### config.mk
export PLATFORM = sky130hd
export DESIGN_NAME = ext_pwr_gate_ctrl
export DESIGN_NICKNAME = d
export VERILOG_FILES = /design/src/rtl/ext_pwr_gate_ctrl.sv
export SDC_FILE = /design/constraint.sdc
export NUM_CORES = 1
export LEC_CHECK = 0
export BUFFER_PORTS_ARGS = -buffer_cell sky130_fd_sc_hd__clkbuf_2
export CAP_MARGIN = 25
export CORE_MARGIN = 2
export CORE_UTILIZATION = 62
export DETAILED_ROUTE_END_ITERATION = 6
export GPL_ROUTABILITY_DRIVEN = 0
export MAX_ROUTING_LAYER = met4
export PLACE_DENSITY = 0.84
export SKIP_CTS_REPAIR_TIMING = 1
export SLEW_MARGIN = 20
export SYNTH_ARGS = -nofsm -noshare
export SYNTH_HDL_FRONTEND = slang
export SYNTH_SLANG_ARGS = --single-unit
### constraint.sdc
create_clock -name clk_i -period 3.6 [get_ports clk_i]
set_input_delay 0.18 -clock clk_i [delete_from_list [all_inputs] [get_ports clk_i]]
set_output_delay 0.18 -clock clk_i [all_outputs]
set_load 0.05 [all_outputs]
### src/rtl/ext_pwr_gate_ctrl.sv
// Power-gating sequencer for one external-subsystem domain: orders isolation, domain
// reset and supply switching, waits for the switch-cell ack and flags ack timeouts.
module ext_pwr_gate_ctrl #(
   parameter int ISO_SETUP_CYCLES = 2,
   parameter int RST_HOLD_CYCLES  = 4,
   parameter int ACK_TIMEOUT      = 64
) (
   input  logic clk_i,
   input  logic rst_ni,
   input  logic off_req_i,
   input  logic on_req_i,
   input  logic idle_i,
   input  logic switch_ack_i,
   input  logic clr_err_i,
   output logic switch_o,
   output logic iso_o,
   output logic subsys_rst_no,
   output logic busy_o,
   output logic done_o,
   output logic err_o
);

   localparam int MAX_SEQ = (ISO_SETUP_CYCLES > RST_HOLD_CYCLES) ? ISO_SETUP_CYCLES : RST_HOLD_CYCLES;
   localparam int MAX_ALL = (MAX_SEQ > ACK_TIMEOUT) ? MAX_SEQ : ACK_TIMEOUT;
   localparam int CNT_W   = $clog2(MAX_ALL + 1);

   localparam logic [CNT_W-1:0] CNT_ZERO = {CNT_W{1'b0}};
   localparam logic [CNT_W-1:0] CNT_ONE  = CNT_W'(1);
   localparam logic [CNT_W-1:0] ISO_LOAD = CNT_W'(ISO_SETUP_CYCLES - 1);
   localparam logic [CNT_W-1:0] RST_LOAD = CNT_W'(RST_HOLD_CYCLES - 1);
   localparam logic [CNT_W-1:0] ACK_LOAD = CNT_W'(ACK_TIMEOUT - 1);

   typedef enum logic [3:0] {
      S_ON          = 4'd0,
      S_WAIT_IDLE   = 4'd1,
      S_ISO         = 4'd2,
      S_RST_ASSERT  = 4'd3,
      S_SW_OFF      = 4'd4,
      S_OFF         = 4'd5,
      S_SW_ON       = 4'd6,
      S_RST_RELEASE = 4'd7,
      S_ISO_RELEASE = 4'd8,
      S_FAULT       = 4'd9
   } state_t;

   state_t           state_q, state_d;
   logic [CNT_W-1:0] cnt_q, cnt_d;
   logic             switch_q, switch_d;
   logic             iso_q, iso_d;
   logic             rst_n_q, rst_n_d;
   logic             busy_q, busy_d;
   logic             done_q, done_d;
   logic             err_q, err_d;

   logic             cnt_zero_s;
   logic             state_change_s;
   logic             timeout_set_s;
   logic [2:0]       pwr_vec_s;

   // {switch, iso, rst_n} for each state; unknown encodings get the clamped, unpowered set.
   function automatic logic [2:0] state_pwr(input state_t s);
      logic [2:0] v;
      case (s)
         S_ON:          v = 3'b101;
         S_WAIT_IDLE:   v = 3'b101;
         S_ISO:         v = 3'b111;
         S_RST_ASSERT:  v = 3'b110;
         S_SW_OFF:      v = 3'b010;
         S_OFF:         v = 3'b010;
         S_SW_ON:       v = 3'b110;
         S_RST_RELEASE: v = 3'b110;
         S_ISO_RELEASE: v = 3'b111;
         S_FAULT:       v = 3'b010;
         default:       v = 3'b010;
      endcase
      return v;
   endfunction

   function automatic logic state_busy(input state_t s);
      logic b;
      case (s)
         S_ON:    b = 1'b0;
         S_OFF:   b = 1'b0;
         S_FAULT: b = 1'b0;
         default: b = 1'b1;
      endcase
      return b;
   endfunction

   // Counter value loaded when a state is entered; it reaches zero on the state's last cycle.
   function automatic logic [CNT_W-1:0] entry_load(input state_t s);
      logic [CNT_W-1:0] l;
      case (s)
         S_ISO:         l = ISO_LOAD;
         S_RST_ASSERT:  l = RST_LOAD;
         S_SW_OFF:      l = ACK_LOAD;
         S_SW_ON:       l = ACK_LOAD;
         S_RST_RELEASE: l = RST_LOAD;
         S_ISO_RELEASE: l = ISO_LOAD;
         default:       l = CNT_ZERO;
      endcase
      return l;
   endfunction

   assign cnt_zero_s = (cnt_q == CNT_ZERO);

   // State register
   always_ff @(posedge clk_i) begin
      if (!rst_ni) begin
         state_q <= S_ON;
      end else begin
         state_q <= state_d;
      end
   end

   // Next-state logic; an ack match on the final allowed cycle beats the timeout.
   always_comb begin
      state_d = state_q;
      case (state_q)
         S_ON: begin
            if (off_req_i) state_d = S_WAIT_IDLE;
            else           state_d = S_ON;
         end
         S_WAIT_IDLE: begin
            if (on_req_i)    state_d = S_ON;
            else if (idle_i) state_d = S_ISO;
            else             state_d = S_WAIT_IDLE;
         end
         S_ISO: begin
            if (cnt_zero_s) state_d = S_RST_ASSERT;
            else            state_d = S_ISO;
         end
         S_RST_ASSERT: begin
            if (cnt_zero_s) state_d = S_SW_OFF;
            else            state_d = S_RST_ASSERT;
         end
         S_SW_OFF: begin
            if (!switch_ack_i)   state_d = S_OFF;
            else if (cnt_zero_s) state_d = S_FAULT;
            else                 state_d = S_SW_OFF;
         end
         S_OFF: begin
            if (on_req_i) state_d = S_SW_ON;
            else          state_d = S_OFF;
         end
         S_SW_ON: begin
            if (switch_ack_i)    state_d = S_RST_RELEASE;
            else if (cnt_zero_s) state_d = S_FAULT;
            else                 state_d = S_SW_ON;
         end
         S_RST_RELEASE: begin
            if (cnt_zero_s) state_d = S_ISO_RELEASE;
            else            state_d = S_RST_RELEASE;
         end
         S_ISO_RELEASE: begin
            if (cnt_zero_s) state_d = S_ON;
            else            state_d = S_ISO_RELEASE;
         end
         S_FAULT: begin
            if (on_req_i) state_d = S_SW_ON;
            else          state_d = S_FAULT;
         end
         default: state_d = S_FAULT;
      endcase
   end

   // Shared down-counter: reload on every state change, otherwise count down to zero.
   always_comb begin
      state_change_s = (state_d != state_q);
      cnt_d          = cnt_q;
      if (state_change_s) begin
         cnt_d = entry_load(state_d);
      end else if (!cnt_zero_s) begin
         cnt_d = cnt_q - CNT_ONE;
      end else begin
         cnt_d = cnt_q;
      end
   end

   // Counter register
   always_ff @(posedge clk_i) begin
      if (!rst_ni) begin
         cnt_q <= CNT_ZERO;
      end else begin
         cnt_q <= cnt_d;
      end
   end

   // Output decode from the next state so the registered outputs line up with the state.
   always_comb begin
      pwr_vec_s     = state_pwr(state_d);
      switch_d      = pwr_vec_s[2];
      iso_d         = pwr_vec_s[1];
      rst_n_d       = pwr_vec_s[0];
      busy_d        = state_busy(state_d);
      done_d        = ((state_q == S_SW_OFF) && (state_d == S_OFF)) ||
                      ((state_q == S_ISO_RELEASE) && (state_d == S_ON));
      timeout_set_s = (state_d == S_FAULT) &&
                      ((state_q == S_SW_OFF) || (state_q == S_SW_ON));
      if (timeout_set_s) begin
         err_d = 1'b1;
      end else if (clr_err_i) begin
         err_d = 1'b0;
      end else begin
         err_d = err_q;
      end
   end

   // Output registers
   always_ff @(posedge clk_i) begin
      if (!rst_ni) begin
         switch_q <= 1'b1;
         iso_q    <= 1'b0;
         rst_n_q  <= 1'b1;
         busy_q   <= 1'b0;
         done_q   <= 1'b0;
         err_q    <= 1'b0;
      end else begin
         switch_q <= switch_d;
         iso_q    <= iso_d;
         rst_n_q  <= rst_n_d;
         busy_q   <= busy_d;
         done_q   <= done_d;
         err_q    <= err_d;
      end
   end

   assign switch_o      = switch_q;
   assign iso_o         = iso_q;
   assign subsys_rst_no = rst_n_q;
   assign busy_o        = busy_q;
   assign done_o        = done_q;
   assign err_o         = err_q;

endmodule

* Yosys cells after proc, flatten, opt, wreduce, memory -nomap -nowiden
Memories as Yosys holds them, arrays and structs flattened. A register that Yosys moved wholly into a read port is not among the register bits.
Index checks and enable logic that the tools add are counted.
** Storage, ports and cells
- Register bits :: 14
- Bits in read-only memories :: 48
- Input port bits :: 7
- Word-level logic and storage cells :: 60
- Memories :: 1
** Memories
- (no name shown) :: words 16, bits a word 3, read ports 1, clocked after memory_dff 1, write ports 0, line 63 : case (s)
** Operators by class
- $add $sub $neg :: 1
- Eq/ne operators :: 19
- Muxes and demuxes :: 20
- Reduce and logical (&&, ||, !) cells :: 14
** Operators with widths (number)
- $pmux 4 s10 :: 1
- $eq 4x3->1 const B :: 8
- $mux 4 :: 7
- $pmux 6 s3 :: 1
- $eq 4x2->1 const B :: 4
- $eq 4x4->1 const B :: 4
- $mux 7 :: 2
- $logic_not 4->1 :: 2
- $logic_not 7->1 :: 1
- $sub 7x1->7 const B :: 1
- $mux 2 :: 3
- $reduce_or 2->1 :: 3
- $mux 1 :: 5
- $eq 4x1->1 const B :: 1
- $ne 4x4->1 :: 1
- $logic_and 1x1->1 :: 3
- $mux 3 :: 1
- $reduce_or 3->1 :: 1
- $logic_or 1x1->1 :: 2
- $ne 2x1->1 const B :: 1
- $reduce_bool 2->1 :: 1
- $logic_not 1->1 :: 1

* Logic depth before layout (Yosys ltp)
- Word-level depth :: 8
- Gate-level depth with buffers :: 10
- Gate-level depth less buffers :: 9

* Worst setup path after synthesis
Ideal clock, no wire load.
- Kind :: flip-flop to flip-flop
- Start point :: register cnt_q[0]
- End point :: register cnt_q[2]
- Library setup time :: 0.115 ns
- Data arrival time :: 1.858 ns
- Setup slack :: 1.627 ns
- Cell stages (with the launch flop) :: 10
- Cells stage by stage :: dfxtp_1 > inv_1 > ha_1 > nor3b_4 > nand2_2 > a31oi_4 > and4_4 > o21ai_4 > and3_4 > o21a_1
** Between the ends
- Cells in the longest elaborated chain, start to end :: 8
** RTL lines
- start, declared :: line 47 : logic [CNT_W-1:0] cnt_q, cnt_d;
- start signal, assigned :: line 185 : cnt_q <= cnt_d;
- $logic_not 7->1 :: line 105 : assign cnt_zero_s = (cnt_q == CNT_ZERO);
- $mux 4, on equally long branches :: line 148, 139
- $mux 4, on equally long branches :: line 147, 138
- $pmux 4 s10 :: line 119 : case (state_q)
- $eq 4x4->1, or another cell as far along :: line 93 : case (s)
- $reduce_or 2->1 (no line)
- $pmux 6 s3 :: line 93
- $mux 7 :: line 171 : if (state_change_s) begin
Several ways; a longest one is shown, not always the timed one. The select of a mux whose other input is x is not followed.
A chain may end at the register's enable or synchronous reset.

* Worst setup path after layout
- Start point :: register state_q[0]
- End point :: register cnt_q[5]
** Between the ends
- Cells in the longest elaborated chain, start to end :: 6
** RTL lines
- start, declared :: line 46 : state_t state_q, state_d;
- start signal, assigned :: line 112 : state_q <= state_d;
- $eq 4x4->1, or another cell as far along :: line 119
- $pmux 4 s10 :: line 119
- $eq 4x4->1, or another cell as far along :: line 93
- $reduce_or 2->1 (no line)
- $pmux 6 s3 :: line 93
- $mux 7 :: line 171
Several ways; a longest one is shown, not always the timed one.

==> results.tsv <==
stage	metric	value	unit
run_status	status	completed	
timing	slew_headroom	65.32	%
global_routing	globalRouteTotalUtil	28.05	%
route	detailedRoute.firstPassIterationCount	4	
cells_and_area	antenna-diode-count	0	
timing	final_max_slew_viol_count	0	
yosys	synth_adder_area_share	1.031	%
clocking	htree_num_levels	1	
yosys	postSynth.asyncResetShare	0	%
critical_path	path_class	flip-flop to flip-flop	
yosys	postSynthNetCount	146	
timing	fin_hold_ws	0.1959	ns
route	via_per_inst	6.405	
floorplan	design.portCount	13	
global_routing	grt_max_degree	17	
yosys	synth_cell_types	56	
critical_path	required_time_worst_endpoint	3.80	ns
timing	final.setup.worst_slack	1.204	ns
clocking	clock_insertion_delay_at_the_later_pin_of_the_skew_report	0.29	ns
yosys	synth_flop_cell	sky130_fd_sc_hd__dfxtp_1	
clocking	worst_setup_hold_path_clk_slew	0.10	ns
global_routing	gr_ovfl_total	0	
global_routing	grt_pass1_wl	4.347	mm
yosys	synth-seq-area-share	28.04	%
power	switching_power	0.0005754	W
yosys	synthesis.area_per_instance	8.795	µm²
cells_and_area	fin_nets	155	
floorplan	die_w	48.25	µm
clocking	cts_root_buf	sky130_fd_sc_hd__clkbuf_4	
timing	max_freq	417.4	MHz
floorplan	initial_core_util	63.82	%
global_routing	grt_pass1_vias	985	
yosys	synth_compound_gate_area_share	28.97	%
critical_path	critical_path_endpoint_category	flip-flop	
yosys	synthesis.area	0.001214	mm²
place	dp_hpwl	2.099	mm
critical_path	crit_fanout	11	
floorplan	die_height	48.25	µm
clocking	cts_sinks	17	
timing	finalSetupViolations	0	
route	ant_nets	0	
yosys	yosys_warnings	0	
yosys	synth.ff_latch_count	17	
yosys	area_fraction_in_and_or_nand_and_nor_cells_after_synthesis	29.18	%
route	detail_route.drc_violations	0	
yosys	synth-xor-area-share	4.330	%
run	timing.max_cap.violations	0	
hold_path	holdCritPathClass	input port to flip-flop	
clocking	cts-buffers-inserted	3	
place	placement.setup.worst_slack	1.283	ns
route	route.detailed.wl_per_inst	16.36	µm
clocking	max-clock-path-buffers	2	
floorplan	core_region_area	0.001902	mm²
power	intPower	0.0005677	W
route	totalWireLength	2.830	mm
timing	report.final.hold_viol_count	0	
yosys	synth_top_family_by_area	simple AND/OR/NAND/NOR gates	
cells_and_area	area_growth	4.639	%
timing	min_period_over_period	66.55	%
power	p_clk_share	9.1	%
yosys	synth-edff-count	0	
cells_and_area	mostFrequentLayoutCells	sky130_fd_sc_hd__dfxtp_1, sky130_fd_sc_hd__clkbuf_2, sky130_fd_sc_hd__nor2_1	
floorplan	die_area	0.002328	mm²
timing	timing_worst_slew_pin_value	0.5121	ns
power	power_switching_share	50.34	%
power	worst_case_vdd_ir_drop	0.6568	mV
power	p_leak	0.4824	nW
critical_path	timing.critical_path.arrival	2.60	ns
timing	fin_skew	0.001215	ns
route	drt-initial-drc-count	55	
timing	timing.final.crit_period	2.396	ns
yosys	synth_mux_area_share	1.649	%
cells_and_area	final_common_cell	sky130_fd_sc_hd__dfxtp_1	
power	power.density	900.1	mW/mm²
floorplan	num_rows	16	
yosys	syn-instance-count	138	
route	dr_total_vias	1108	
cells_and_area	drive_above_1_share	23.29	%
clocking	tritoncts	done	
critical_path	setup.worst_path.start_class	flip-flop	
power	share_seq_of_total_power	26.8	%
power	power_frac_comb	64.1	%
place	place.port_buffers	12	
timing	setup_repair_after_global_routing_missed_its_margin	no	
timing	fin_tns_setup	0	ns
global_routing	initial_antenna_violation_count	0	
cell families (layout without fill, tap and decap cells):
kind of cell | after synthesis | count (layout)
multiplexers | 2 | 2
XOR/XNOR | 6 | 6
AND/OR/NAND/NOR | 57 | 57
AO/OA/AOI/OAI | 42 | 42
flip-flops | 17 | 17
adder cells (fa/ha/maj) | 1 | 1
buffers and inverters | 13 | 21
cell usage after synthesis, types with 2 or more instances:
master / instances / share of area (%)
sky130_fd_sc_hd__nor2b_1: 6 / 3.1
sky130_fd_sc_hd__nor4_1: 2 / 1.0
sky130_fd_sc_hd__a21oi_1: 3 / 1.2
sky130_fd_sc_hd__mux2i_1: 2 / 1.6
sky130_fd_sc_hd__o211a_1: 3 / 2.5
sky130_fd_sc_hd__nor3_1: 5 / 2.1
sky130_fd_sc_hd__a32oi_1: 2 / 1.4
sky130_fd_sc_hd__and2_1: 5 / 2.6
sky130_fd_sc_hd__buf_4: 2 / 1.2
sky130_fd_sc_hd__nor2_1: 9 / 2.8
sky130_fd_sc_hd__nand2_1: 8 / 2.5
sky130_fd_sc_hd__dfxtp_1: 17 / 28
sky130_fd_sc_hd__o32ai_1: 2 / 1.4
sky130_fd_sc_hd__xor2_1: 2 / 1.4
sky130_fd_sc_hd__xnor2_1: 4 / 2.9
sky130_fd_sc_hd__a21oi_2: 3 / 2.2
sky130_fd_sc_hd__and4_4: 2 / 1.9
sky130_fd_sc_hd__o211ai_2: 2 / 2.1
sky130_fd_sc_hd__and3_1: 2 / 1.0
sky130_fd_sc_hd__inv_1: 4 / 1.2
sky130_fd_sc_hd__o21ai_0: 6 / 2.5
sky130_fd_sc_hd__nand3_1: 5 / 2.1
sky130_fd_sc_hd__buf_2: 3 / 1.2
sky130_fd_sc_hd__nand2b_1: 2 / 1.0
sky130_fd_sc_hd__o21a_1: 6 / 3.7
per-stage QoR:
stage	util, %	area, µm²	std cells	total power [W]
final	66.78	1270	173	0.001143
after floorplan	-	1214	138	0.0009500
after CTS	66.78	1270	173	0.001138
after detailed placement	65.39	1244	169	0.001034
after global placement	65.39	1244	169	0.0009998
after global routing	66.78	1270	173	0.001229
area by class of cell:
cell class              instances  area, µm²
repair buffers                 12      60.06
flip-flops and latches         17      340.3
well taps                      27      33.78
multi-input cells             108      790.8
fillers                       167      631.9
clock buffers                   4      26.28
inverters                       5      18.77
registers in the layout, summed over array words and instances (netlist names):
| name | count |
|---|---|
| iso_o | 1 |
| subsys_rst_no | 1 |
| switch_o | 1 |
| done_o | 1 |
| busy_o | 1 |
| err_o | 1 |
| cnt_q | 7 |
| state_q | 4 |
power by group through the flow:
stage | registers, W | logic (W) | clock network (W)
floorplan | 0.000323 | 0.000627 | 0
global placement | 0.000303 | 0.000697 | 0
detailed placement | 0.000309 | 0.000725 | 0
CTS | 0.000305 | 0.000729 | 0.000104
global route | 0.000312 | 0.000804 | 0.000113
finish | 0.000306 | 0.000733 | 0.000104
worst max-delay path, cell delays in order, from the launching register on:
cell                        delay [ns]
sky130_fd_sc_hd__dfxtp_1          0.54
sky130_fd_sc_hd__inv_1            0.27
sky130_fd_sc_hd__o2bb2ai_1        0.19
sky130_fd_sc_hd__o311ai_1         0.45
sky130_fd_sc_hd__and4_4           0.34
sky130_fd_sc_hd__o21ai_4          0.10
sky130_fd_sc_hd__and3_4           0.21
sky130_fd_sc_hd__o21a_1           0.18
layer usage:
metal,vias up,track usage (%),part of all wire (%)
met5,-,-,0
met4,0,17.30,4.5
met3,16,5.185,5.3
met2,44,42.63,48
met1,519,33.93,42
li1,529,-,-
final timing paths:
path | start | end | slack (ns) | cells after the start
min | clr_err_i | err_o | 0.20 | 3
max | state_q[0] | cnt_q[5] | 1.20 | 7
max reg2reg | state_q[0] | cnt_q[5] | 1.20 | 7
min reg2reg | cnt_q[6] | cnt_q[6] | 0.50 | 2
Note: power is estimated with default switching activity, not from simulation.
